<file path="config.mk">
export PLATFORM = sky130hd
export DESIGN_NAME = dff_share_arbiter_flat
export DESIGN_NICKNAME = d
export VERILOG_FILES = /design/src/rtl/dff_share_arbiter_pkg.sv /design/src/rtl/dff_share_arbiter_if.sv /design/src/rtl/dff_share_arbiter_rr_pick.sv /design/src/rtl/dff_share_arbiter.sv /design/src/flat_wrapper.sv
export SDC_FILE = /design/constraint.sdc
export NUM_CORES = 1
export LEC_CHECK = 0
export ABC_AREA = 1
export CORE_ASPECT_RATIO = 0.5
export CORE_MARGIN = 3
export CORE_UTILIZATION = 45
export CTS_BUF_LIST = sky130_fd_sc_hd__clkbuf_4
export DETAILED_ROUTE_END_ITERATION = 6
export DONT_BUFFER_PORTS = 1
export GPL_TIMING_DRIVEN = 0
export SKIP_LAST_GASP = 1
export SLEW_MARGIN = 10
export SYNTH_ARGS = -nofsm -noshare
export SYNTH_HDL_FRONTEND = slang
export SYNTH_HIERARCHICAL = 1
export SYNTH_SLANG_ARGS = --single-unit
</file>
<file path="constraint.sdc">
create_clock -name clk -period 1.8 [get_ports clk]
set_input_delay 0.36 -clock clk [delete_from_list [all_inputs] [get_ports clk]]
set_output_delay 0.36 -clock clk [all_outputs]
set_load 0.1 [all_outputs]
</file>
<file path="src/rtl/dff_share_arbiter_pkg.sv">
// Shared types and width helpers for the shared-register arbiters.
package dff_share_pkg;

  typedef enum logic [1:0] {
    IDLE = 2'd0,
    LOAD = 2'd1,
    HOLD = 2'd2
  } state_e;

  function automatic int idx_w(input int n);
    return (n > 2) ? $clog2(n) : 1;
  endfunction

  function automatic int cnt_w(input int h);
    return (h > 1) ? $clog2(h + 1) : 1;
  endfunction

endpackage

</file>
<file path="src/rtl/dff_share_arbiter_if.sv">
// Requester-side bus of the shared register: request/data in, grant/ack/register out.
interface dff_share_arbiter_if
  import dff_share_pkg::*;
#(
  parameter int N_REQ = 4,
  parameter int WIDTH = 8
) ();
  localparam int IDX_W = idx_w(N_REQ);

  logic [N_REQ-1:0]       req;
  logic [N_REQ*WIDTH-1:0] din;
  logic [N_REQ-1:0]       gnt;
  logic [N_REQ-1:0]       ack;
  logic [WIDTH-1:0]       q;
  logic [IDX_W-1:0]       q_owner;
  logic                   q_valid;

  modport master (output req, din, input gnt, ack, q, q_owner, q_valid);
  modport slave  (input req, din, output gnt, ack, q, q_owner, q_valid);
endinterface

</file>
<file path="src/rtl/dff_share_arbiter_rr_pick.sv">
// Combinational round-robin picker: first asserted request at or after ptr, wrapping.
module rr_pick #(
  parameter int N_REQ = 4,
  parameter int IDX_W = 2
) (
  input  logic [N_REQ-1:0] req_i,
  input  logic [IDX_W-1:0] ptr_i,
  output logic             found_o,
  output logic [IDX_W-1:0] idx_o
);
  logic [IDX_W-1:0] cand;

  // Walk from farthest to nearest so the closest candidate to ptr wins.
  always_comb begin
    found_o = 1'b0;
    idx_o   = '0;
    cand    = '0;
    for (int k = N_REQ - 1; k >= 0; k--) begin
      cand = IDX_W'((int'(ptr_i) + k) % N_REQ);
      if (req_i[cand]) begin
        found_o = 1'b1;
        idx_o   = cand;
      end
    end
  end
endmodule

</file>
<file path="src/rtl/dff_share_arbiter.sv">
// Round-robin owner of one shared WIDTH-bit register: grant, load, hold, re-arbitrate.
module dff_share_arbiter
  import dff_share_pkg::*;
#(
  parameter int N_REQ       = 4,
  parameter int WIDTH       = 8,
  parameter int HOLD_CYCLES = 2
) (
  input logic                clk,
  input logic                rst,
  dff_share_arbiter_if.slave bus
);
  localparam int IDX_W = idx_w(N_REQ);
  localparam int CNT_W = cnt_w(HOLD_CYCLES);

  state_e           state_q, state_d;
  logic [IDX_W-1:0] sel_q, sel_d;
  logic [IDX_W-1:0] ptr_q, ptr_d;
  logic [IDX_W-1:0] owner_q, owner_d;
  logic [CNT_W-1:0] cnt_q, cnt_d;
  logic [N_REQ-1:0] gnt_q, gnt_d;
  logic [N_REQ-1:0] ack_q, ack_d;
  logic [WIDTH-1:0] q_q, q_d;
  logic             qv_q, qv_d;
  logic             pick_found;
  logic [IDX_W-1:0] pick_idx;

  rr_pick #(.N_REQ(N_REQ), .IDX_W(IDX_W)) u_pick (
    .req_i   (bus.req),
    .ptr_i   (ptr_q),
    .found_o (pick_found),
    .idx_o   (pick_idx)
  );

  always_comb begin
    state_d = state_q;
    sel_d   = sel_q;
    ptr_d   = ptr_q;
    owner_d = owner_q;
    cnt_d   = cnt_q;
    q_d     = q_q;
    qv_d    = qv_q;
    gnt_d   = '0;
    ack_d   = '0;
    case (state_q)
      IDLE: begin
        if (pick_found) begin
          sel_d   = pick_idx;
          state_d = LOAD;
          for (int i = 0; i < N_REQ; i++)
            if (IDX_W'(i) == pick_idx) gnt_d[i] = 1'b1;
        end
      end
      LOAD: begin
        // Grant is committed: load din[sel] whether or not req[sel] is still up.
        for (int i = 0; i < N_REQ; i++) begin
          if (IDX_W'(i) == sel_q) begin
            q_d      = bus.din[i*WIDTH +: WIDTH];
            ack_d[i] = 1'b1;
          end
        end
        owner_d = sel_q;
        qv_d    = 1'b1;
        ptr_d   = (sel_q == IDX_W'(N_REQ - 1)) ? '0 : sel_q + 1'b1;
        if (HOLD_CYCLES == 0) begin
          state_d = IDLE;
        end else begin
          state_d = HOLD;
          cnt_d   = CNT_W'(HOLD_CYCLES - 1);
        end
      end
      HOLD: begin
        if (cnt_q == '0) state_d = IDLE;
        else             cnt_d   = cnt_q - 1'b1;
      end
      default: state_d = IDLE;
    endcase
  end

  always_ff @(posedge clk) begin
    if (rst) begin
      state_q <= IDLE;
      sel_q   <= '0;
      ptr_q   <= '0;
      owner_q <= '0;
      cnt_q   <= '0;
      gnt_q   <= '0;
      ack_q   <= '0;
      q_q     <= '0;
      qv_q    <= 1'b0;
    end else begin
      state_q <= state_d;
      sel_q   <= sel_d;
      ptr_q   <= ptr_d;
      owner_q <= owner_d;
      cnt_q   <= cnt_d;
      gnt_q   <= gnt_d;
      ack_q   <= ack_d;
      q_q     <= q_d;
      qv_q    <= qv_d;
    end
  end

  assign bus.gnt     = gnt_q;
  assign bus.ack     = ack_q;
  assign bus.q       = q_q;
  assign bus.q_owner = owner_q;
  assign bus.q_valid = qv_q;
endmodule

</file>
<file path="src/flat_wrapper.sv">
// flat-port wrapper written by rule: the top's interface ports become plain ports
module dff_share_arbiter_flat import dff_share_pkg::*;
#(
  parameter int N_REQ       = 4,
  parameter int WIDTH       = 8,
  parameter int HOLD_CYCLES = 2
)
  (clk, rst, bus_req, bus_din, bus_gnt, bus_ack, bus_q, bus_q_owner, bus_q_valid);
  dff_share_arbiter_if #(.N_REQ(N_REQ), .WIDTH(WIDTH)) bus_i ();
  input logic clk;
  input logic rst;
  input wire logic [$bits(bus_i.req)-1:0] bus_req;
  input wire logic [$bits(bus_i.din)-1:0] bus_din;
  output wire logic [$bits(bus_i.gnt)-1:0] bus_gnt;
  output wire logic [$bits(bus_i.ack)-1:0] bus_ack;
  output wire logic [$bits(bus_i.q)-1:0] bus_q;
  output wire logic [$bits(bus_i.q_owner)-1:0] bus_q_owner;
  output wire logic [$bits(bus_i.q_valid)-1:0] bus_q_valid;
  assign bus_i.req = bus_req;
  assign bus_i.din = bus_din;
  assign bus_gnt = bus_i.gnt;
  assign bus_ack = bus_i.ack;
  assign bus_q = bus_i.q;
  assign bus_q_owner = bus_i.q_owner;
  assign bus_q_valid = bus_i.q_valid;
  dff_share_arbiter #(.N_REQ(N_REQ), .WIDTH(WIDTH), .HOLD_CYCLES(HOLD_CYCLES)) u_core (.clk(clk), .rst(rst), .bus(bus_i));
endmodule
</file>
==> flow_metrics.py <==
metrics = {
    "power": {
        "p_sw_share_pct": 51.6,
        "p_seq_share_pct": 56.6,
        "power_frac_comb_pct": 30.9,
        "power_w": 0.00217,
        "vdd_drop_max_v": 0.000405,
        "net-switching-power_w": 0.00112,
        "pwr-share-clk_pct": 12.5,
        "p_leak_nw": 0.987,
        "internal-power_w": 0.00105,
        "power.density_nw_per_um2": 1250,
    },
    "setup_path": {
        "critPathLaunchType": "flop",
        "r2r_slack_ps": 220,
        "reg2reg_to": "u_core/bus.q[5]",
        "r2r_cells": 10,
        "arrival_ps": 1320,
        "cp_max_fo": 2,
        "criticalPathCategory": "reg2out",
        "r2r_start": "u_core/sel_q[0]",
        "crit_required_ps": 1440,
        "cp-end-kind": "output pin",
    },
    "clock_network": {
        "clock-root-buffer": "clkbuf_4",
        "holdBufCountCts": 0,
        "clk_latency_ps": 320,
        "cts_sinks": 27,
        "clk_pin_slew_ps": 140,
        "ctsResizeCount": 0,
        "cts_tree": "built",
        "postCtsSetupRepairBufs": 0,
        "cts_made_buffers": 3,
        "cts_buffer_depth": 2,
        "htree_levels": 1,
    },
    "outcome": {
        "status": "finished clean",
    },
    "synthesis": {
        "synth_top_area_share_pct": 32.8,
        "synth_top_cells_by_area": "dfxtp_1 (33%), nand2_1 (20%), inv_1 (12%), nor2_1 (9.8%), nand3_1 (4.9%)",
        "synth_top_area_cell": "dfxtp_1",
        "syn_area_um2": 1650,
        "synth.distinct_cells": 25,
        "syn-num-nets": 315,
        "ys_seq_elements": 27,
        "synth-seq-area-share_pct": 32.8,
        "yosysWarnings": 6,
        "postSynthCellCount": 272,
        "synth_area_per_cell_um2": 6.06,
    },
    "timing": {
        "rsz0062_at_grt": "false",
        "max_slew.worst_pin.slew_ps": 992,
        "finalSetupViolCount": 0,
        "tns_ps": 0,
        "final_max_slew_viol_count": 0,
        "skew_ps": 4.00,
        "fmax_mhz": 594,
        "relSlewSlack_pct": 33.8,
        "finalHoldViolations": 0,
        "layout_min_cycle_time_ps": 1680,
        "timing.final.crit_share_pct": 93.5,
    },
    "layout": {
        "antenna_cells": 0,
        "nNetsFinal": 320,
        "final_cells": 324,
        "layout-drive-gt1-share_pct": 9.42,
        "num-fill-cells": 343,
        "syn_to_final_growth_pct": 5.47,
    },
    "routing": {
        "post_drt_wl_per_cell_um": 10.5,
        "post_drt_via_cell_ratio": 4.50,
        "firstDrtPassIters": 4,
        "drc": 0,
        "vias": 1458,
        "dr.first_iter.drc_count": 17,
        "postRouteAntennaNets": 0,
        "drt-total-wl_mm": 3.40,
    },
    "floorplanning": {
        "dieArea_um2": 4470,
        "initial_core_util_pct": 50.8,
        "die_w_um": 91.6,
        "core_region_area_um2": 3240,
        "rows": 14,
        "die_y_um": 48.8,
        "ios": 57,
    },
    "placed_design": {
        "portBuffers": 0,
        "dp_hpwl_mm": 2.77,
        "dp.cells": 320,
        "routabilityCongestion": 0.779,
    },
    "flow_run": {
        "maxCapViolCount": 0,
    },
    "min_path": {
        "hold_class": "in2reg",
        "whs_path_depth": 1,
        "holdPathEnd": "u_core/ptr_q[0]",
        "worst_hold_startpoint": "rst",
    },
    "grt": {
        "track_usage_pct": 15.5,
        "antenna_found_initial": 0,
        "grt_pass1_wl_mm": 5.87,
        "grt_overflow_total": 0,
        "grt_max_degree": 15,
        "grt_pass1_vias": 1349,
    },
}
==> state kept, by name, summed over array words and instances (netlist names) <==
register and count:
u_core/sel_q 2, u_core/state_q 2, u_core/cnt_q 2, u_core/ptr_q 2
u_core/bus.q 8, u_core/bus.ack 4, u_core/bus.gnt 4, u_core/bus.q_valid 1
u_core/bus.q_owner 2
==> synth_stat cells, drive strengths merged <==
master / number
nand2: 92
inv: 55
nor2: 46
dfxtp: 27
nand3: 16
a21oi: 7
buf: 7
o21ai: 6
ha: 5
nor3: 5
clkinv: 2
nand3b: 2
a21boi: 1
and2: 1
==> final cells by class <==
cell class / instances / area [um^2] / share of cell area, %
plain buffers: 7 / 65.1 / 3.74
well taps: 48 / 60.1 / 3.46
clock buffers: 4 / 30.0 / 1.73
inverters: 57 / 215 / 12.4
multi-input cells: 181 / 827 / 47.6
flip-flops and latches: 27 / 541 / 31.1
==> metal layers <==
layer	global-route usage (%)	routed length (um)	part of all wire, %
met1	19.3	1610	47
met2	27.0	1550	46
met3	4.93	222	6.5
met4	2.25	13	0.38
met5	0	0	0
==> stage by stage <==
step	setup slack, ps	hold WS, ps	cell area [um^2]	util [%]
detailed placement	212	433	1710	52.7
finish	117	88.5	1740	53.6
global placement	235	430	1710	52.7
floorplan	365	429	1650	-
CTS	103	75.3	1740	53.6
global route	76.1	58.8	1740	53.6
==> cells in the final DEF, fill, tap and decap left out <==
| cell | netlist | final |
|---|---|---|
| nand2_2 | 5 | 5 |
| clkinv_1 | 1 | 1 |
| nand3b_1 | 2 | 2 |
| a21oi_1 | 7 | 7 |
| a21boi_1 | 1 | 1 |
| o21ai_2 | 1 | 1 |
| clkinv_2 | 1 | 1 |
| o21ai_1 | 1 | 1 |
| nand3_1 | 16 | 16 |
| nand2_4 | 1 | 1 |
| nor2_8 | 1 | 1 |
| o21ai_0 | 4 | 4 |
| inv_2 | 3 | 3 |
| and2_4 | 1 | 1 |
| nor2_1 | 43 | 43 |
| dfxtp_1 | 27 | 27 |
| clkbuf_4 | 0 | 4 |
| inv_1 | 52 | 52 |
| buf_4 | 3 | 3 |
| buf_6 | 2 | 2 |
| nor3_1 | 5 | 5 |
| nand2_1 | 86 | 86 |
| nor2_2 | 2 | 2 |
| ha_1 | 5 | 5 |
| buf_8 | 1 | 1 |
| buf_2 | 1 | 1 |
==> power groups by stage <==
stage | sequential (W) | clock (W) | combinational [W]
2_1_floorplan | 0.00122 | 0 | 0.000567
3_3_place_gp | 0.00124 | 0 | 0.000665
3_5_place_dp | 0.00124 | 0 | 0.000675
4_1_cts | 0.00123 | 0.000284 | 0.000678
5_1_grt | 0.00124 | 0.000308 | 0.000783
6_report | 0.00123 | 0.000270 | 0.000670
==> how the worst max path moves through the flow <==
stage          slack [ps]  cells after the start            start               to
6_report              120                      0  u_core/bus.q[7]         bus_q[7]
5_1_grt                80                      0  u_core/bus.q[7]         bus_q[7]
4_1_cts               100                      0  u_core/bus.q[7]         bus_q[7]
3_5_place_dp          210                     10  u_core/sel_q[0]  u_core/bus.q[5]
3_3_place_gp          240                     10  u_core/sel_q[0]  u_core/bus.q[5]
2_1_floorplan         360                     10  u_core/sel_q[0]  u_core/bus.q[5]
==> logic make-up after synthesis <==
group	after synthesis	synth area share, %
adder cells (fa/ha/maj)	5	3.80
flip-flops	27	32.8
AO/OA/AOI/OAI	14	4.63
AND/OR/NAND/NOR	162	41.8
buffers and inverters	64	17.0
(Power assumes the default switching activity.)
